==> config.mk <==
export PLATFORM = sky130hd
export DESIGN_NAME = regfile_2r1w_p_flat
export DESIGN_NICKNAME = d
export VERILOG_FILES = /design/src/rtl/regfile_2r1w_p_if.sv /design/src/rtl/regfile_2r1w_p.sv /design/src/flat_wrapper.sv
export SDC_FILE = /design/constraint.sdc
export NUM_CORES = 2
export LEC_CHECK = 0
export BUFFER_PORTS_ARGS = -buffer_cell sky130_fd_sc_hd__buf_4
export CORE_MARGIN = 5
export CORE_UTILIZATION = 40
export DETAILED_ROUTE_END_ITERATION = 8
export SKIP_CTS_REPAIR_TIMING = 1
export SLEW_MARGIN = 10
export SYNTH_ARGS = -nofsm -noshare
export SYNTH_HDL_FRONTEND = slang
export SYNTH_SLANG_ARGS = --single-unit
==> constraint.sdc <==
create_clock -name clk -period 2.3 [get_ports clk]
set_input_delay 0.345 -clock clk [delete_from_list [all_inputs] [get_ports clk]]
set_output_delay 0.345 -clock clk [all_outputs]
set_load 0.01 [all_outputs]
==> src/rtl/regfile_2r1w_p_if.sv <==
// Bus bundle for regfile_2r1w_p: read request/response, write request, and
// bulk-clear control/status.
//   master: drives rd_en, addr_a/b, wr_en, wr_addr, wr_data, clr_req;
//           receives rd_data_a/b, rd_valid, busy, wr_drop.
//   slave : the register file side (mirror of master).
interface regfile_2r1w_p_if #(
  parameter int unsigned DATA_W = 32,
  parameter int unsigned ADDR_W = 5
);
  logic              rd_en;
  logic [ADDR_W-1:0] addr_a;
  logic [ADDR_W-1:0] addr_b;
  logic [DATA_W-1:0] rd_data_a;
  logic [DATA_W-1:0] rd_data_b;
  logic              rd_valid;
  logic              wr_en;
  logic [ADDR_W-1:0] wr_addr;
  logic [DATA_W-1:0] wr_data;
  logic              clr_req;
  logic              busy;
  logic              wr_drop;

  modport master (
    output rd_en, addr_a, addr_b, wr_en, wr_addr, wr_data, clr_req,
    input  rd_data_a, rd_data_b, rd_valid, busy, wr_drop
  );

  modport slave (
    input  rd_en, addr_a, addr_b, wr_en, wr_addr, wr_data, clr_req,
    output rd_data_a, rd_data_b, rd_valid, busy, wr_drop
  );
endinterface

==> src/rtl/regfile_2r1w_p.sv <==
// Two-read/one-write register file with registered reads, hardwired-zero
// entry 0 and a sequenced bulk-clear engine.
//   clk        rising-edge clock
//   rst_n      asynchronous active-low reset (clears every entry)
//   bus.slave  rd_en/addr_a/addr_b -> rd_data_a/rd_data_b/rd_valid (1-cycle latency)
//              wr_en/wr_addr/wr_data write port, wr_drop flags discarded writes
//              clr_req starts a clear of entries 1..DEPTH-1, busy while running
// Optional build macro: REGFILE_BYPASS_EN enables write-through forwarding of a
// same-cycle accepted write to a read port addressing the same entry.
module regfile_2r1w_p #(
  parameter int unsigned DATA_W = 32,
  parameter int unsigned ADDR_W = 5
) (
  input logic             clk,
  input logic             rst_n,
  regfile_2r1w_p_if.slave bus
);

  localparam int unsigned       DEPTH     = 2 ** ADDR_W;
  localparam logic [ADDR_W-1:0] FirstAddr = ADDR_W'(1);
  localparam logic [ADDR_W-1:0] LastAddr  = {ADDR_W{1'b1}};

  typedef enum logic [0:0] {StIdle, StClear} state_e;

  state_e            state_q;
  logic [ADDR_W-1:0] clr_ptr_q;
  logic [DATA_W-1:0] mem_q [DEPTH];
  logic [DATA_W-1:0] rd_data_a_q;
  logic [DATA_W-1:0] rd_data_b_q;
  logic              rd_valid_q;
  logic              busy_q;
  logic              wr_drop_q;

  logic              idle;
  logic              wr_accept;
  logic              wr_dropped;
  logic              fwd_a;
  logic              fwd_b;
  logic [DATA_W-1:0] rd_word_a;
  logic [DATA_W-1:0] rd_word_b;
  logic              mem_we;
  logic [ADDR_W-1:0] mem_waddr;
  logic [DATA_W-1:0] mem_wdata;

  assign idle       = (state_q == StIdle);
  // A clear request in the same cycle takes priority over the write.
  assign wr_accept  = idle && bus.wr_en && !bus.clr_req && (bus.wr_addr != '0);
  assign wr_dropped = bus.wr_en && (!idle || bus.clr_req);

`ifdef REGFILE_BYPASS_EN
  assign fwd_a = wr_accept && (bus.addr_a == bus.wr_addr);
  assign fwd_b = wr_accept && (bus.addr_b == bus.wr_addr);
`else
  assign fwd_a = 1'b0;
  assign fwd_b = 1'b0;
`endif

  always_comb begin
    rd_word_a = '0;
    rd_word_b = '0;
    if (fwd_a) begin
      rd_word_a = bus.wr_data;
    end else if (bus.addr_a != '0) begin
      rd_word_a = mem_q[bus.addr_a];
    end
    if (fwd_b) begin
      rd_word_b = bus.wr_data;
    end else if (bus.addr_b != '0) begin
      rd_word_b = mem_q[bus.addr_b];
    end
  end

  // Single write port shared by the clear engine and the external writer.
  always_comb begin
    mem_we    = 1'b0;
    mem_waddr = bus.wr_addr;
    mem_wdata = bus.wr_data;
    if (state_q == StClear) begin
      mem_we    = 1'b1;
      mem_waddr = clr_ptr_q;
      mem_wdata = '0;
    end else if (wr_accept) begin
      mem_we = 1'b1;
    end
  end

  always_ff @(posedge clk or negedge rst_n) begin
    if (!rst_n) begin
      for (int unsigned i = 0; i < DEPTH; i++) begin
        mem_q[i] <= '0;
      end
    end else if (mem_we) begin
      mem_q[mem_waddr] <= mem_wdata;
    end
  end

  always_ff @(posedge clk or negedge rst_n) begin
    if (!rst_n) begin
      state_q     <= StIdle;
      clr_ptr_q   <= FirstAddr;
      rd_data_a_q <= '0;
      rd_data_b_q <= '0;
      rd_valid_q  <= 1'b0;
      busy_q      <= 1'b0;
      wr_drop_q   <= 1'b0;
    end else begin
      rd_valid_q <= 1'b0;
      wr_drop_q  <= wr_dropped;
      case (state_q)
        StIdle: begin
          // Reads are still serviced in the cycle a clear is requested.
          if (bus.rd_en) begin
            rd_data_a_q <= rd_word_a;
            rd_data_b_q <= rd_word_b;
            rd_valid_q  <= 1'b1;
          end
          if (bus.clr_req) begin
            state_q   <= StClear;
            busy_q    <= 1'b1;
            clr_ptr_q <= FirstAddr;
          end
        end
        StClear: begin
          if (clr_ptr_q == LastAddr) begin
            state_q   <= StIdle;
            busy_q    <= 1'b0;
            clr_ptr_q <= FirstAddr;
          end else begin
            clr_ptr_q <= clr_ptr_q + FirstAddr;
          end
        end
        default: begin
          state_q <= StIdle;
          busy_q  <= 1'b0;
        end
      endcase
    end
  end

  assign bus.rd_data_a = rd_data_a_q;
  assign bus.rd_data_b = rd_data_b_q;
  assign bus.rd_valid  = rd_valid_q;
  assign bus.busy      = busy_q;
  assign bus.wr_drop   = wr_drop_q;

endmodule

==> src/flat_wrapper.sv <==
// flat-port wrapper written by rule: the top's interface ports become plain ports
module regfile_2r1w_p_flat 
#(
  parameter int unsigned DATA_W = 32,
  parameter int unsigned ADDR_W = 5
)
  (clk, rst_n, bus_rd_en, bus_addr_a, bus_addr_b, bus_wr_en, bus_wr_addr, bus_wr_data, bus_clr_req, bus_rd_data_a, bus_rd_data_b, bus_rd_valid, bus_busy, bus_wr_drop);
  regfile_2r1w_p_if #(.DATA_W(DATA_W), .ADDR_W(ADDR_W)) bus_i ();
  input logic clk;
  input logic rst_n;
  input wire logic [$bits(bus_i.rd_en)-1:0] bus_rd_en;
  input wire logic [$bits(bus_i.addr_a)-1:0] bus_addr_a;
  input wire logic [$bits(bus_i.addr_b)-1:0] bus_addr_b;
  input wire logic [$bits(bus_i.wr_en)-1:0] bus_wr_en;
  input wire logic [$bits(bus_i.wr_addr)-1:0] bus_wr_addr;
  input wire logic [$bits(bus_i.wr_data)-1:0] bus_wr_data;
  input wire logic [$bits(bus_i.clr_req)-1:0] bus_clr_req;
  output wire logic [$bits(bus_i.rd_data_a)-1:0] bus_rd_data_a;
  output wire logic [$bits(bus_i.rd_data_b)-1:0] bus_rd_data_b;
  output wire logic [$bits(bus_i.rd_valid)-1:0] bus_rd_valid;
  output wire logic [$bits(bus_i.busy)-1:0] bus_busy;
  output wire logic [$bits(bus_i.wr_drop)-1:0] bus_wr_drop;
  assign bus_i.rd_en = bus_rd_en;
  assign bus_i.addr_a = bus_addr_a;
  assign bus_i.addr_b = bus_addr_b;
  assign bus_i.wr_en = bus_wr_en;
  assign bus_i.wr_addr = bus_wr_addr;
  assign bus_i.wr_data = bus_wr_data;
  assign bus_i.clr_req = bus_clr_req;
  assign bus_rd_data_a = bus_i.rd_data_a;
  assign bus_rd_data_b = bus_i.rd_data_b;
  assign bus_rd_valid = bus_i.rd_valid;
  assign bus_busy = bus_i.busy;
  assign bus_wr_drop = bus_i.wr_drop;
  regfile_2r1w_p #(.DATA_W(DATA_W), .ADDR_W(ADDR_W)) u_core (.clk(clk), .rst_n(rst_n), .bus(bus_i));
endmodule
* After elaboration in Yosys (flattened, before gate mapping) *
Cells that the tools add are included.

word-level totals
  input bits = 52
  bits in registers = 1,097
  logic and storage cells = 89

operators by class
  add/sub/neg operators = 1
  bitwise operators = 4
  reduce and logical (&&, ||, !) cells = 12
  equal/unequal tests = 3
  multiplexer cells = 26
  order comparisons = 4

operators with widths
  kind                                                      count
  bitwise mux 1024 bit                                      1
  binary-select mux 32 bit (select 5 bit)                   2
  two-way mux 32 bit                                        8
  demux 32 bit (select 5 bit)                               1
  greater-or-equal comparator 6 bit, second input constant  3
  inverter 5 -> 6 bit                                       3
  two-way mux 5 bit                                         3
  nonzero test 5 bit                                        3
  one-hot mux 5 bit (2 select lines)                        1
  two-way mux 1 bit                                         8
  < comparator 6 x 1 -> 1 bit, second input constant        1
  adder 5 x 1 -> 5 bit, second input constant               1
  equality test 5 bit, second input constant                1
  logical AND 1 bit                                         5
  != test 2 bit, second input constant                      2
  one-hot mux 1 bit (2 select lines)                        2
  AND reduction 2 bit                                       2
  logical NOT 1 bit                                         1
  logical OR 1 bit                                          1
  inverter 1 bit                                            1

* Longest topological paths before layout *
  depth in word-level cells = 7
  mapped depth = 10
  depth with buffers taken out = 6

* Worst setup path after synthesis *
No wires, ideal clock.

  path type = input port to flip-flop
  start point = input port bus_addr_a[0]
  end point = register u_core.rd_data_a_q[10], in the netlist u_core.bus.rd_data_a[10]
  buffers on the path = 4
  setup slack = 0.027 ns
  data required time = 2.167 ns
  stages = 9
  arrival = 2.140 ns
  setup time = 0.133 ns
  path through = buf_2 -> buf_6 -> buf_6 -> buf_2 -> mux2i_1 -> nor3_1 -> or4b_2 -> a21oi_1 -> o41ai_1

between the ends
  cells in the longest elaborated chain, start to end = 5

ends and longest elaborated chain
  what                                                    RTL line               text
  start: declaration                                      flat_wrapper.sv:12     input wire logic [$bits(bus_i.addr_a)-1:0] bus_addr_a;
  inverter 5 -> 6 bit (not written as such)               regfile_2r1w_p.sv:64   rd_word_a = mem_q[bus.addr_a];
  binary-select mux 32 bit (select 5 bit)                 regfile_2r1w_p.sv:64
  two-way mux 32 bit (not written as such) (2 in series)  regfile_2r1w_p.sv:64
  two-way mux 32 bit *                                    regfile_2r1w_p.sv:63   end else if (bus.addr_a != '0) begin
  end signal: assignment                                  regfile_2r1w_p.sv:113  rd_data_a_q <= rd_word_a;
  end: declaration                                        regfile_2r1w_p.sv:28   logic [DATA_W-1:0] rd_data_a_q;

Every way passes the cells marked *; elsewhere a longest branch is shown, timed or not. The select of a mux whose other input is x is not followed.
A chain may end at the register's enable or synchronous reset.

* Worst setup path in the final report *
  start point = register u_core.state_q
  end point = register u_core.rd_data_a_q[18], in the netlist u_core.bus.rd_data_a[18]

between the ends
  cells in the longest elaborated chain, start to end = 2

ends and longest elaborated chain
  what                           RTL line               text
  start: declaration             regfile_2r1w_p.sv:25   state_e state_q;
  start signal: assignment       regfile_2r1w_p.sv:99   state_q <= StIdle;
  start signal: assignment       regfile_2r1w_p.sv:118  state_q <= StClear;
  start signal: assignment       regfile_2r1w_p.sv:125  state_q <= StIdle;
  inverter 1 bit                 -
  AND reduction 2 bit (no line)  -

Every way passes these cells.

==> out/results.txt <==
outcome: finished, final reports clean
row count: 136
Syn Nets: 5013
compound-cell area share of the yosys netlist: 14.3%
Worst Hold Slack: 0.110 ns
CTS Buf Count: 120
register area share after synthesis: 49.8%
area fraction of the dominant cell type after synthesis: 49.7%
number of nets still failing antenna checks after routing: 0
# port buffers: 118
combinational family with the most area after synthesis: multiplexers
Finished Cell Area: 65100 um2
startpoint type of the worst setup path: flip-flop
count of max-cap constraint violations: 0
Clock Latency Late Sink: 0.75 ns
gate count of the mapped netlist: 4959
number of placed instances with taps included: 6714
internal reg-to-reg setup slack: 0.05 ns
adder and majority cell fraction of the synthesized area: 0.0454%
sinks on the clock net: 1097
routability congestion estimate from global placement: 0.851
startpoint of the most critical setup path: u_core.state_q$_DFF_PN0_
vias per cell: 5.95
Yosys Warn Count: 0
R2R Path Start: u_core.state_q$_DFF_PN0_
TritonCTS clock tree: yes
Initial Utilization: 40.2%
detailed router's first-iteration violation count: 3685
Max H-tree Level: 3
worst-case vdd ir drop: 0.000655 V
share of the core filled with cells in the final layout: 47.4%
arrival time of data at the critical path endpoint: 2.92 ns
Post-route DRC: 0
post-route worst setup slack: 0.0503 ns
most instantiated flip-flop cell in the synthesis netlist: dfrtp_1
Final Instance Count excl. Fillers: 6943
fraction of registers with async set/reset: 100%
worst hold path class: in -> reg
Pre-antenna DRT Iters: 5
overall power: 63.3 mW
die boundary width: 381 um
xor and xnor area share after synthesis: 0.0318%
cell leakage power: 27.8 nW
number of global-route vias before repair: 41393
DIE HEIGHT: 381 um
diode count: 0
buffer cell driving the clock tree root: clkbuf_16
final slew viol count: 0
largest cells by area after synthesis: dfrtp_1 50%, mux4_2 16%, nand2_1 7.3%, o21ai_0 5.8%, mux2i_1 5.4%
hold path cells: 4
type of the setup path with the least slack: reg -> reg
power per standard cell area: 973 nW/um2
largest net degree at the start of global routing: 111
Tcrit/Tclk final: 97.8%
worst flop-to-flop path endpoint: u_core.bus.rd_data_a[18]$_DFFE_PN0P_
final critical delay including setup and external delays: 2.25 ns
minimum setup slack after placement: -0.244 ns
min-delay src: bus_addr_a[4]
syn_area_per_cell: 11.1 um2
Detailed Place HPWL: 117000 um
overall fraction of global-route tracks in use: 24.9%
average wire per standard cell: 26.1 um
final setup violation count: 0
CP required: 2.98 ns
number of buffers between clock root and the deepest sink: 3
total die area: 145000 um2
worst reg2reg path depth: 8
CP endpoint kind: flip-flop
post-synth cell types: 56
fraction of final layout cells sized beyond drive strength 1: 23.2%
relative slew slack: 48.4%
initial antenna violation count: 1
setup repair after global routing missed its margin: false
area of the core region: 137000 um2
number of enable flip-flop cells after synthesis: 0
Clock Skew: 0.0325 ns
sink of the worst hold path: u_core.bus.rd_data_a[10]$_DFFE_PN0P_
cell area after technology mapping: 55100 um2
sum of overflow across all layers after global routing: 0
total number of vias: 41296
timing-limited maximum frequency: 445 MHz
final routed wirelength across all metal layers: 181000 um
CTS clk-pin slew, worst paths: 0.06 ns
total cell area at the placement stage: 60700 um2
net count reported at finish: 5100
post-synthesis share of cell area spent on and, or, nand and nor gates: 9.18%
Hold Fails Final Rpt: 0
most area-hungry cell type in the Yosys netlist: dfrtp_1
actual slew at the worst max-slew pin: 0.754 ns
global-route wire length before repair: 275000 um
#FFs+latches synth: 1097
Setup TNS: 0 ns
Worst Path Max Fanout: 15
layout-stage area growth over the synthesis result: 18.0%
I/O pin total: 119
share of cell area taken by muxes after synthesis: 22.8%
## cell usage in the layout (no fill, tap or decap), types with 21 or more instances in the layout
| cell | count |
|---|---|
| dfrtp_1 | 1096 |
| nand2_1 | 1071 |
| o21ai_0 | 642 |
| mux4_2 | 392 |
| o21ai_1 | 355 |
| buf_4 | 333 |
| mux2i_1 | 298 |
| buf_12 | 126 |
| clkbuf_16 | 122 |
| a22oi_1 | 90 |
| mux2_2 | 67 |
| nor2_1 | 41 |
| nor2b_1 | 37 |
| a21oi_1 | 34 |
| a22o_1 | 31 |
| a211oi_1 | 30 |
| a221o_1 | 30 |
| a2111oi_0 | 30 |
| a221oi_1 | 28 |
| o2111ai_1 | 27 |
| o211ai_1 | 27 |
| clkbuf_8 | 27 |
| nand3_4 | 25 |
| clkbuf_1 | 21 |
| clkinv_2 | 21 |
## worst max-delay path by stage
stage | cells past startpoint | endpoint | slack, ns
finish | 8 | u_core.bus.rd_data_a[18]$_DFFE_PN0P_ | 0.05
floorplan | 9 | u_core.bus.rd_data_a[10]$_DFFE_PN0P_ | 0.03
CTS | 6 | u_core.mem_q[872]$_DFFE_PN0P_ | -0.03
global route | 7 | u_core.bus.rd_data_b[14]$_DFFE_PN0P_ | 0.005
global placement | 8 | u_core.bus.rd_data_b[14]$_DFFE_PN0P_ | -0.21
detailed placement | 8 | u_core.bus.rd_data_b[14]$_DFFE_PN0P_ | -0.24
## where the power goes
| group | switching, mW | internal (mW) | leakage (nW) | total, mW |
|---|---|---|---|---|
| Clock | 8.38 | 12.7 | 2.14 | 21.1 |
| Sequential | 3.40 | 23.1 | 15.2 | 26.5 |
| Combinational | 8.88 | 6.79 | 10.5 | 15.7 |
## Yosys cell counts, types with 27 or more instances
cell type and number:
buf_1 32, a22o_1 31, o21ai_1 355, nor2_1 43
mux2i_1 298, o2111ai_1 27, a211oi_1 31, a22oi_1 90
a21oi_1 34, mux2_2 67, a2111oi_0 31, a221oi_1 28
a221o_1 30, mux4_2 392, o21ai_0 642, clkbuf_1 353
buf_2 102, nor2b_1 43, o211ai_1 27, dfrtp_1 1096
nand2_1 1071
## worst max-delay path, cell delays in order (launching register included)
cell and delay [ns]:
dfrtp_1 0.46, buf_4 0.18, nand2b_4 0.19, buf_12 0.18
nor2_1 0.22, o31ai_4 0.13, buf_4 0.24, a211oi_1 0.37
a221o_1 0.18
## layer usage
layer | wire, um | track usage [%] | part of all wire (%)
met1 | 77200 | 34.5 | 43
met5 | 18 | 0 | 0.0099
met3 | 11400 | 3.75 | 6.3
met2 | 85500 | 40.0 | 47
met4 | 7150 | 9.14 | 3.9
## registers in the layout, indices dropped and copies added (netlist names)
register,flops
u_core.bus.busy,1
u_core.state_q,1
u_core.clr_ptr_q,5
u_core.bus.wr_drop,1
u_core.mem_q,1024
u_core.bus.rd_valid,1
u_core.bus.rd_data_a,32
u_core.bus.rd_data_b,32
## area by class of cell
cell class | count | area [um2]
inverters | 8 | 30.0
flip-flops and latches | 1097 | 27500
clock inverters | 55 | 836
fillers | 12318 | 72300
clock buffers | 170 | 3500
repair buffers | 471 | 5170
multi-input cells | 3348 | 25800
well taps | 1794 | 2240
## logic make-up (layout without fill, tap and decap cells)
family | after synthesis | after routing
AOI/OAI and AO/OA | 1350 | 1350
xor gates and xnor gates | 2 | 2
adders and majority gates | 2 | 2
buffers and inverters | 514 | 704
DFF | 1097 | 1097
muxes | 757 | 757
and+or+nand+nor | 1237 | 1237
(Power assumes the default switching activity.)
